<file path="src/rtl/msx_port_pkg.sv">
// -----------------------------------------------------------------------------
// msx_port_pkg
// Shared types and helpers for the MSX general-purpose port arbiter.
//   msx_pins_t    : one active-low MSX port vector, [5]F2 [4]F1 [3]R [2]L [1]D [0]U
//   MSX_PINS_IDLE : all pins released
//   port_mode_e   : per-port ownership, joystick or mouse
//   joy_to_msx    : joystick word (active-high [0]R [1]L [2]D [3]U [4]F1 [5]F2)
//                   to active-low MSX pin vector
// -----------------------------------------------------------------------------
package msx_port_pkg;

    typedef logic [5:0] msx_pins_t;

    localparam msx_pins_t MSX_PINS_IDLE = 6'h3F;

    typedef enum logic {
        PM_JOY   = 1'b0,
        PM_MOUSE = 1'b1
    } port_mode_e;

    // Reorders the joystick bits into MSX pin order and inverts them, since
    // the MSX side pulls a pin low for a pressed direction or button.
    function automatic msx_pins_t joy_to_msx(input logic [15:0] joy);
        return ~{joy[5], joy[4], joy[0], joy[1], joy[2], joy[3]};
    endfunction

endpackage

</file>
<file path="src/rtl/msx_port_mode_fsm.sv">
// -----------------------------------------------------------------------------
// msx_port_mode_fsm
// JOY/MOUSE ownership state machine for a single MSX port.
//   clk_sys    in  system clock
//   reset      in  synchronous, active-high
//   enable     in  this port is the one the mouse may own
//   mouse_edge in  a new PS/2 mouse packet arrived this cycle
//   joy_act    in  joystick activity on this port (after OSD masking)
//   force_joy  in  drop to JOY unconditionally (select change / idle timeout)
//   mode       out current ownership state (registered)
// -----------------------------------------------------------------------------
module msx_port_mode_fsm
    import msx_port_pkg::*;
(
    input  logic       clk_sys,
    input  logic       reset,
    input  logic       enable,
    input  logic       mouse_edge,
    input  logic       joy_act,
    input  logic       force_joy,
    output port_mode_e mode
);

    always_ff @(posedge clk_sys) begin
        if (reset) begin
            mode <= PM_JOY;
        end else begin
            case (mode)
                // Joystick activity beats a simultaneous mouse packet.
                PM_JOY: begin
                    if (enable && mouse_edge && !joy_act && !force_joy)
                        mode <= PM_MOUSE;
                end
                PM_MOUSE: begin
                    if (!enable || joy_act || force_joy)
                        mode <= PM_JOY;
                end
                default: mode <= PM_JOY;
            endcase
        end
    end

endmodule

</file>
<file path="src/rtl/msx_port_arbiter.sv">
// -----------------------------------------------------------------------------
// msx_port_arbiter
// Maps NPORTS joystick words plus one PS/2 mouse onto NPORTS active-low MSX
// general-purpose port vectors, tracking which port (if any) the mouse owns.
//   clk_sys        in  system clock
//   reset          in  synchronous, active-high
//   joy_in         in  NPORTS*16 joystick words, port p at [16p+15:16p]
//   swap           in  logical port p takes physical joystick NPORTS-1-p
//   osd_active     in  OSD open, joystick inputs treated as released
//   mouse_port_sel in  port the mouse may own (values >= NPORTS disable mouse)
//   ps2_mouse_stb  in  PS/2 mouse packet toggle
//   mdata          in  active-low mouse pin data
//   strobe_in      in  pin-8 strobe per port
//   mouse_strobe   out strobe of the selected port (registered)
//   port_out       out NPORTS*6 active-low MSX pins (registered)
//   mouse_active   out one-hot, port currently in mouse mode
// Optional build macro MSX_PORT_MOUSE_TIMEOUT_EN adds a mouse-idle timeout of
// MOUSE_IDLE_CYCLES clk_sys cycles; without it MOUSE_IDLE_CYCLES is ignored.
// -----------------------------------------------------------------------------
module msx_port_arbiter
    import msx_port_pkg::*;
#(
    parameter int          NPORTS            = 2,
    parameter int          SELW              = (NPORTS > 2) ? $clog2(NPORTS) : 1,
    parameter logic [31:0] MOUSE_IDLE_CYCLES = 32'd214_000_000
) (
    input  logic                  clk_sys,
    input  logic                  reset,
    input  logic [NPORTS*16-1:0]  joy_in,
    input  logic                  swap,
    input  logic                  osd_active,
    input  logic [SELW-1:0]       mouse_port_sel,
    input  logic                  ps2_mouse_stb,
    input  logic [5:0]            mdata,
    input  logic [NPORTS-1:0]     strobe_in,
    output logic                  mouse_strobe,
    output logic [NPORTS*6-1:0]   port_out,
    output logic [NPORTS-1:0]     mouse_active
);

    logic              stb_q;
    logic [SELW-1:0]   sel_q;
    logic              mouse_edge;
    logic              sel_changed;
    logic              timeout;
    logic              force_joy;
    logic [NPORTS-1:0] sel_hit;
    logic [NPORTS-1:0] joy_act;
    logic [5:0]        joy_low [NPORTS];
    msx_pins_t         pins    [NPORTS];
    port_mode_e        mode    [NPORTS];
    logic [NPORTS*10-1:0] unused_joy_hi;

    assign mouse_edge  = stb_q ^ ps2_mouse_stb;
    assign sel_changed = (mouse_port_sel != sel_q);
    assign force_joy   = sel_changed | timeout;

    for (genvar p = 0; p < NPORTS; p++) begin : g_port
        localparam int PHYS_FWD = p;
        localparam int PHYS_REV = NPORTS - 1 - p;

        // Swap first, then OSD masking, so activity detection sees the
        // joystick exactly as the MSX side would.
        assign joy_low[p] = osd_active ? 6'h00
                          : (swap ? joy_in[16*PHYS_REV +: 6] : joy_in[16*PHYS_FWD +: 6]);
        assign unused_joy_hi[10*p +: 10] = joy_in[16*p+6 +: 10];

        assign pins[p]    = joy_to_msx({10'h000, joy_low[p]});
        assign joy_act[p] = |joy_low[p];

        // Out-of-range selects match no port, so nobody can take the mouse.
        assign sel_hit[p] = (mouse_port_sel == SELW'(p));

        msx_port_mode_fsm u_mode_fsm (
            .clk_sys    (clk_sys),
            .reset      (reset),
            .enable     (sel_hit[p]),
            .mouse_edge (mouse_edge),
            .joy_act    (joy_act[p]),
            .force_joy  (force_joy),
            .mode       (mode[p])
        );

        assign mouse_active[p] = (mode[p] == PM_MOUSE);
    end

`ifdef MSX_PORT_MOUSE_TIMEOUT_EN
    logic [31:0] idle_cnt;

    // A packet arriving on the expiry cycle counts as activity and wins.
    assign timeout = (|mouse_active) && !mouse_edge
                  && (idle_cnt == MOUSE_IDLE_CYCLES - 32'd1);

    always_ff @(posedge clk_sys) begin
        if (reset || mouse_edge || !(|mouse_active) || timeout)
            idle_cnt <= 32'd0;
        else if (idle_cnt != 32'hFFFF_FFFF)
            idle_cnt <= idle_cnt + 32'd1;
    end
`else
    logic [31:0] unused_idle_cfg;

    assign timeout         = 1'b0;
    assign unused_idle_cfg = MOUSE_IDLE_CYCLES;
`endif

    // Edge trackers follow their inputs even in reset so that leaving reset
    // never looks like a mouse packet or a select change.
    always_ff @(posedge clk_sys) begin
        stb_q <= ps2_mouse_stb;
        sel_q <= mouse_port_sel;
    end

    always_ff @(posedge clk_sys) begin
        if (reset) begin
            port_out     <= {NPORTS{MSX_PINS_IDLE}};
            mouse_strobe <= 1'b0;
        end else begin
            for (int p = 0; p < NPORTS; p++)
                port_out[6*p +: 6] <= mouse_active[p] ? mdata : pins[p];
            mouse_strobe <= |(sel_hit & strobe_in);
        end
    end

endmodule

</file>
<file path="config.mk">
export PLATFORM = sky130hd
export DESIGN_NAME = msx_port_arbiter
export DESIGN_NICKNAME = d
export VERILOG_FILES = /design/src/rtl/msx_port_pkg.sv /design/src/rtl/msx_port_mode_fsm.sv /design/src/rtl/msx_port_arbiter.sv
export SDC_FILE = /design/constraint.sdc
export NUM_CORES = 1
export LEC_CHECK = 0
export ABC_CLOCK_PERIOD_IN_PS = 1800
export CAP_MARGIN = 5
export CORE_MARGIN = 2
export CORE_UTILIZATION = 33
export DETAILED_ROUTE_END_ITERATION = 10
export PLACE_DENSITY = 0.78
export SLEW_MARGIN = 20
export SYNTH_ARGS = -nofsm -noshare
export SYNTH_HDL_FRONTEND = slang
export SYNTH_HIERARCHICAL = 1
export SYNTH_SLANG_ARGS = --single-unit
export TNS_END_PERCENT = 5
</file>
<file path="constraint.sdc">
create_clock -name clk_sys -period 1.8 [get_ports clk_sys]
set_input_delay 0.36 -clock clk_sys [delete_from_list [all_inputs] [get_ports clk_sys]]
set_output_delay 0.36 -clock clk_sys [all_outputs]
set_load 0.1 [all_outputs]
</file>
==> qor.csv, run 1 <==
stage;metric;value;unit
critical_path;Worst Path Required;2040;ps
timing;fin crit period;1700;ps
clock_tree;Setup Buffers After CTS;0;
die;Initial Util;34.4;%
finish;Fill cells;194;
finish;Multi-input gate area;502;µm²
power;clock power share;20.7;%
synthesis;top cell type's share of synthesized area;40.7;%
synthesis;Post-Syn Nets;132;
finish;Util after Layout;67.1;%
hold_path;type of the worst min-delay path;in2reg;
finish;Final #Nets;189;
synthesis;simple-gate share of the synthesized area;21.7;%
drt;WL/cell;13.6;µm
finish;Diodes inserted;0;
clock_tree;Num CTS Buffers;3;
critical_path;Crit Path Max Fanout;6;
power;Cell Int Power;671;µW
timing;clock skew;9.94;ps
synthesis;Post-Synth Adder-Cell Area;0;%
power;Switch Pwr;345;µW
finish;ratio of cells with drive above 1 in the final layout;31.7;%
clock_tree;htree depth;1;
clock_tree;clock slew at reported path FFs;90;ps
die;I/O pins;61;
place;HPWL after DPL;1740;µm
drt;Vias/cell;4.98;
synthesis;mux cell area share after synthesis;15.5;%
synthesis;mapped cell area;837;µm²
grt;initial antenna violation count;0;
timing;RSZ-0062 raised after global routing;false;
grt;largest net degree at the start of global routing;16;
synthesis;most common cell in the synthesized netlist;dfxtp_1;
synthesis;Synth cell types;16;
timing;max frequency;588;MHz
finish;Design Area, Final;1630;µm²
finish;Non-Filler Instances;172;
timing;Slew @ Worst Pin;494;ps
power;PwrDens;622;nW/µm²
power;Leak;0.717;nW
drt;Detail Route Antenna Nets;0;
timing;Fin. Hold Viols;0;
power;Flop pwr share;40.3;%
timing;PnR worst setup slack;101;ps
timing;Relative slew margins;66.9;%
clock_tree;worst-case clock buffer depth;2;
place;PortBufs;40;
timing;Setup TNS;0;ps
critical_path;Worst Setup Start Kind;input pin;
critical_path;Worst R2R Start;sel_q;
place;pre-CTS WS;-320;ps
synthesis;Post-Synth XOR/XNOR Area;2.09;%
synthesis;synth warn;6;
synthesis;largest cells by area after synthesis;dfxtp_1, mux2i_1, o21bai_1;
place;gpl congestion;0.726;
synthesis;Mean Syn Cell Area;9.73;µm²
critical_path;reg2reg path depth;3;
critical_path;RR Endpoint;g_port[0].u_mode_fsm/mode;
synthesis;ys flop type;dfxtp_1;
timing;Final period util;94.4;%
synthesis;Synth top cells by count;dfxtp_1, mux2i_1, nor2b_1, nor3_1, o21bai_1;
synthesis;largest area contributor in the netlist;dfxtp_1;
run;Max Cap Viol;0;
timing;Final Slew Violations;0;
synthesis;main combinational cell family by area after synthesis;simple AND/OR/NAND/NOR gates;
power;switching share of power;34.0;%
drt;routed vias;857;
power;combinational group share of total power;39.0;%
critical_path;Setup CP Type;in2reg;
place;Placed Instances;167;
run_status;status;completed;
drt;DRT iter0 DRCs;15;
drt;# DRC;0;
finish;Reg area;340;µm²
clock_tree;CTS sink count;17;
critical_path;Arrival @ worst endpoint;1940;ps
drt;TritonRoute pass-1 iters;4;
finish;Area Overhead vs Synth;95.1;%
die;die area;2960;µm²
synthesis;post-synthesis sequential area ratio;40.7;%
die;core area;2430;µm²
critical_path;CP endpoint kind;flop;
place;Post-DP Area;1530;µm²
clock_tree;CTS tree;built;
die;FP Rows;18;
hold_path;hold path depth;1;
synthesis;post-synthesis register bit count;17;
synthesis;Async SR Flop Fraction;0;%
synthesis;Post-Synthesis Cells;86;
synthesis;Compound-Gate Fraction of Synth Area;15.8;%
synthesis;EDFF count, synth;0;
timing;# setup viols final;0;
hold_path;Hold EP;stb_q;
grt;first-pass GRT wire length;3800;µm
die;Die Wd;54.4;µm
clock_tree;later-pin clock latency in the skew report;300;ps
die;die height;54.4;µm
grt;total gr overflow;0;
grt;Tot GR Track Use;17.9;%
drt;Routed WL;2340;µm
clock_tree;CTS root buf;clkbuf_4;
hold_path;HP Start;ps2_mouse_stb;
grt;vias in the first global route;890;
power;Max VDD drop;0.501;mV
critical_path;Worst R2R Setup Slack;810;ps
[per-stage QoR]
step	hold WS, ps	power [mW]
after detailed placement	619	0.790
after global routing	571	1.05
after global placement	585	0.783
final	566	1.02
after CTS	569	1.02
after floorplan	388	0.600
[state kept, by name, summed over array words and instances, names as in the netlist]
name and count:
port_out 12, mouse_strobe 1, g_port.u_mode_fsm/mode 2, stb_q 1
sel_q 1
[critical path, stage by stage]
cell	delay (ps)
dlygate4sd2_1	260
bufbuf_16	290
mux2i_1	270
a21oi_1	110
or2_1	240
nor4b_2	240
o21a_1	160
[kinds of logic after synthesis]
kind of cell / count (synthesis)
xor gates and xnor gates: 2
AOI/OAI and AO/OA: 18
DFF: 17
and+or+nand+nor: 29
muxes: 13
buffers and inverters: 7
[layout make-up]
cell class                 instances  share of cell area, %
multi-input combinational         62                   30.7
clock buffer                       3                   1.38
tap                               30                   2.30
sequential                        17                   20.8
inverter                           1                  0.230
timing repair buffer              58                   44.2
clock inverter                     1                  0.307
[how the worst max path moves through the flow]
stage | startpoint | endpoint | slack (ps) | cells after the start
finish | swap | g_port[1].u_mode_fsm/mode | 100 | 7
global route | swap | g_port[0].u_mode_fsm/mode | 20 | 7
CTS | swap | g_port[0].u_mode_fsm/mode | 100 | 7
detailed placement | swap | g_port[1].u_mode_fsm/mode | -320 | 7
global placement | swap | g_port[1].u_mode_fsm/mode | -310 | 7
floorplan | g_port[1].u_mode_fsm/mode | port_out[8] | 190 | 3
[power by group through the flow]
stage	clock, mW	combinational [mW]	sequential [mW]
final	0.211	0.396	0.409
after global routing	0.226	0.416	0.411
after CTS	0.214	0.397	0.410
after detailed placement	0	0.371	0.418
after global placement	0	0.365	0.418
after floorplan	0	0.0724	0.528
[what timing repair did]
| item | 4_1_cts | 5_1_grt |
|---|---|---|
| resized for setup | 9 | 0 |
| setup endpoints to repair | 2 | 0 |
| hold buffers | 0 | 0 |
[metal layers]
layer	GRT usage [%]	share of wire, %	vias to the layer above
met2	34.5	55	31
met1	19.4	38	405
met3	2.73	5.9	2
met4	6.25	0.47	0
li1	-	-	419
met5	0	0	-
[cell usage in the layout (no fill, tap or decap), types with 2 or more instances in the layout]
cell type         n
nor4b_2           2
buf_4            16
a21oi_1           2
buf_12           16
dfxtp_1          17
clkbuf_4          3
mux2i_4           2
clkdlybuf4s50_1  24
o21a_1            2
mux2i_2           4
nor2b_1          12
nor3_1           12
xor2_1            2
a41oi_1           2
mux2i_1           7
o21bai_1         12
or2_1             2
No activity file was read; power rests on OpenSTA's default activity.
==> run 2, diff against run 1 <==
--- a/config.mk
+++ b/config.mk
@@ -16,4 +16,3 @@
 export SYNTH_HDL_FRONTEND = slang
 export SYNTH_HIERARCHICAL = 1
 export SYNTH_SLANG_ARGS = --single-unit
-export TNS_END_PERCENT = 5
==> results of run 2 <==
Same layout as run 1: the final DEF is identical, and so are final timing and power.
==> run 3, diff against run 2 <==
--- a/config.mk
+++ b/config.mk
@@ -8,9 +8,8 @@
 export ABC_CLOCK_PERIOD_IN_PS = 1800
 export CAP_MARGIN = 5
 export CORE_MARGIN = 2
-export CORE_UTILIZATION = 33
+export CORE_UTILIZATION = 25
 export DETAILED_ROUTE_END_ITERATION = 10
-export PLACE_DENSITY = 0.78
 export SLEW_MARGIN = 20
 export SYNTH_ARGS = -nofsm -noshare
 export SYNTH_HDL_FRONTEND = slang
==> qor.csv, run 3 (synthesis gave the netlist of run 1 again) <==
stage;metric;value;unit
timing;fin crit period;1600;ps
die;core area;3280;µm²
power;Max VDD drop;0.234;mV
place;gpl congestion;0.810;
die;I/O pins;61;
clock_tree;clock slew at reported path FFs;110;ps
clock_tree;Num CTS Buffers;3;
hold_path;type of the worst min-delay path;in2reg;
timing;max frequency;626;MHz
drt;# DRC;0;
power;combinational group share of total power;38.7;%
power;Leak;0.709;nW
timing;Slew @ Worst Pin;285;ps
drt;Vias/cell;4.42;
timing;Final Slew Violations;0;
finish;most frequent cells in the layout;clkdlybuf4s50_1, buf_4, dfxtp_1;
grt;initial antenna violation count;0;
die;die area;3830;µm²
timing;PnR worst setup slack;202;ps
place;PortBufs;40;
power;Flop pwr share;40.1;%
finish;ratio of cells with drive above 1 in the final layout;33.3;%
power;clock power share;21.2;%
grt;largest net degree at the start of global routing;14;
critical_path;CP endpoint kind;flop;
power;Switch Pwr;354;µW
power;PwrDens;619;nW/µm²
critical_path;Worst Setup Start Kind;input pin;
finish;Final #Nets;191;
power;Tot Pwr;1.02;mW
clock_tree;htree depth;1;
finish;Util after Layout;50.2;%
finish;Most flops, register;port_out;
finish;Non-Filler Instances;190;
die;FP Rows;21;
timing;clock skew;9.22;ps
power;Cell Int Power;668;µW
grt;total gr overflow;0;
critical_path;Arrival @ worst endpoint;1860;ps
finish;Diodes inserted;0;
grt;Tot GR Track Use;13.6;%
timing;# setup viols final;0;
timing;Final period util;88.8;%
drt;WL/cell;12.6;µm
finish;biggest regs;port_out (12), g_port.u_mode_fsm/mode (2);
critical_path;Worst Path Required;2060;ps
timing;RSZ-0062 raised after global routing;false;
die;Initial Util;25.5;%
clock_tree;CTS tree;built;
drt;TritonRoute pass-1 iters;4;
place;pre-CTS WS;-392;ps
clock_tree;worst-case clock buffer depth;2;
finish;max reg flops;12;
place;HPWL after DPL;1850;µm
grt;first-pass GRT wire length;3820;µm
drt;Routed WL;2390;µm
die;die height;61.9;µm
timing;Fin. Hold Viols;0;
critical_path;Crit Path Max Fanout;2;
clock_tree;later-pin clock latency in the skew report;300;ps
drt;routed vias;839;
power;switching share of power;34.6;%
place;Post-DP Area;1540;µm²
finish;Area Overhead vs Synth;97.2;%
grt;vias in the first global route;876;
die;Die Wd;61.9;µm
clock_tree;CTS root buf;clkbuf_4;
timing;Relative slew margins;81.0;%
drt;Detail Route Antenna Nets;0;
finish;commonest non-fill, non-tap cell in the layout;clkdlybuf4s50_1;
clock_tree;CTS sink count;17;
run;Max Cap Viol;0;
critical_path;Setup CP Type;in2reg;
finish;Design Area, Final;1650;µm²
run_status;status;completed;
place;Placed Instances;183;
clock_tree;CTS Hold Bufs;0;
drt;DRT iter0 DRCs;15;
## run 3: cell types whose count changed in the layout (fill, tap and decap cells not counted), sizes merged
cell,previous run,this run
buf,32,35
bufbuf,1,0
## run 3: layout make-up
class	count	area, µm²
fillers	292	1630
repair buffers	60	707
multi-input cells	62	514
flip-flops and latches	17	340
well taps	46	57.6
clock buffers	3	22.5
clock inverters	1	5.00
inverters	1	3.75
## run 3: timing repair
| item | CTS | global route |
|---|---|---|
| gates resized for setup | 13 | 0 |
| setup endpoints to repair | 2 | 0 |
| buffers inserted | 3 | 0 |
## run 3: path summary, 6_finish.rpt
kind / startpoint / endpoint / slack, ps / cells after the start
worst min-delay path: ps2_mouse_stb / stb_q / 550 / 1
worst max register to register: g_port[1].u_mode_fsm/mode / port_out[11] / 780 / 3
worst max-delay path: joy_in[1] / g_port[1].u_mode_fsm/mode / 200 / 6
worst min register to register: g_port[0].u_mode_fsm/mode / g_port[0].u_mode_fsm/mode / 580 / 1
## run 3: power groups by stage
stage,clock network [mW],logic (mW),registers [mW]
2_1_floorplan,0,0.0724,0.528
3_3_place_gp,0,0.363,0.418
3_5_place_dp,0,0.368,0.419
4_1_cts,0.224,0.395,0.410
5_1_grt,0.234,0.416,0.411
6_report,0.217,0.396,0.409
## run 3: per-stage QoR
stage | hold slack, ps | TNS [ps]
final | 551 | 0
after global routing | 569 | 0
after CTS | 555 | 0
after detailed placement | 562 | -760
after global placement | 585 | -620
after floorplan | 388 | 0
## run 3: per-layer routing
layer | part of all wire, % | wire length [µm] | track usage, % | vias up
li1 | - | - | - | 423
met1 | 39 | 939 | 14.5 | 378
met2 | 52 | 1230 | 26.2 | 31
met3 | 6.8 | 163 | 3.11 | 7
met4 | 2.1 | 51 | 4.56 | 0
met5 | 0 | 0 | 0 | -
## run 3: worst max-delay path: stages
cell and delay (ps):
clkdlybuf4s50_1 460, mux2i_2 210, a41oi_1 160, or2_1 280, nor4b_2 240, o21a_1 150
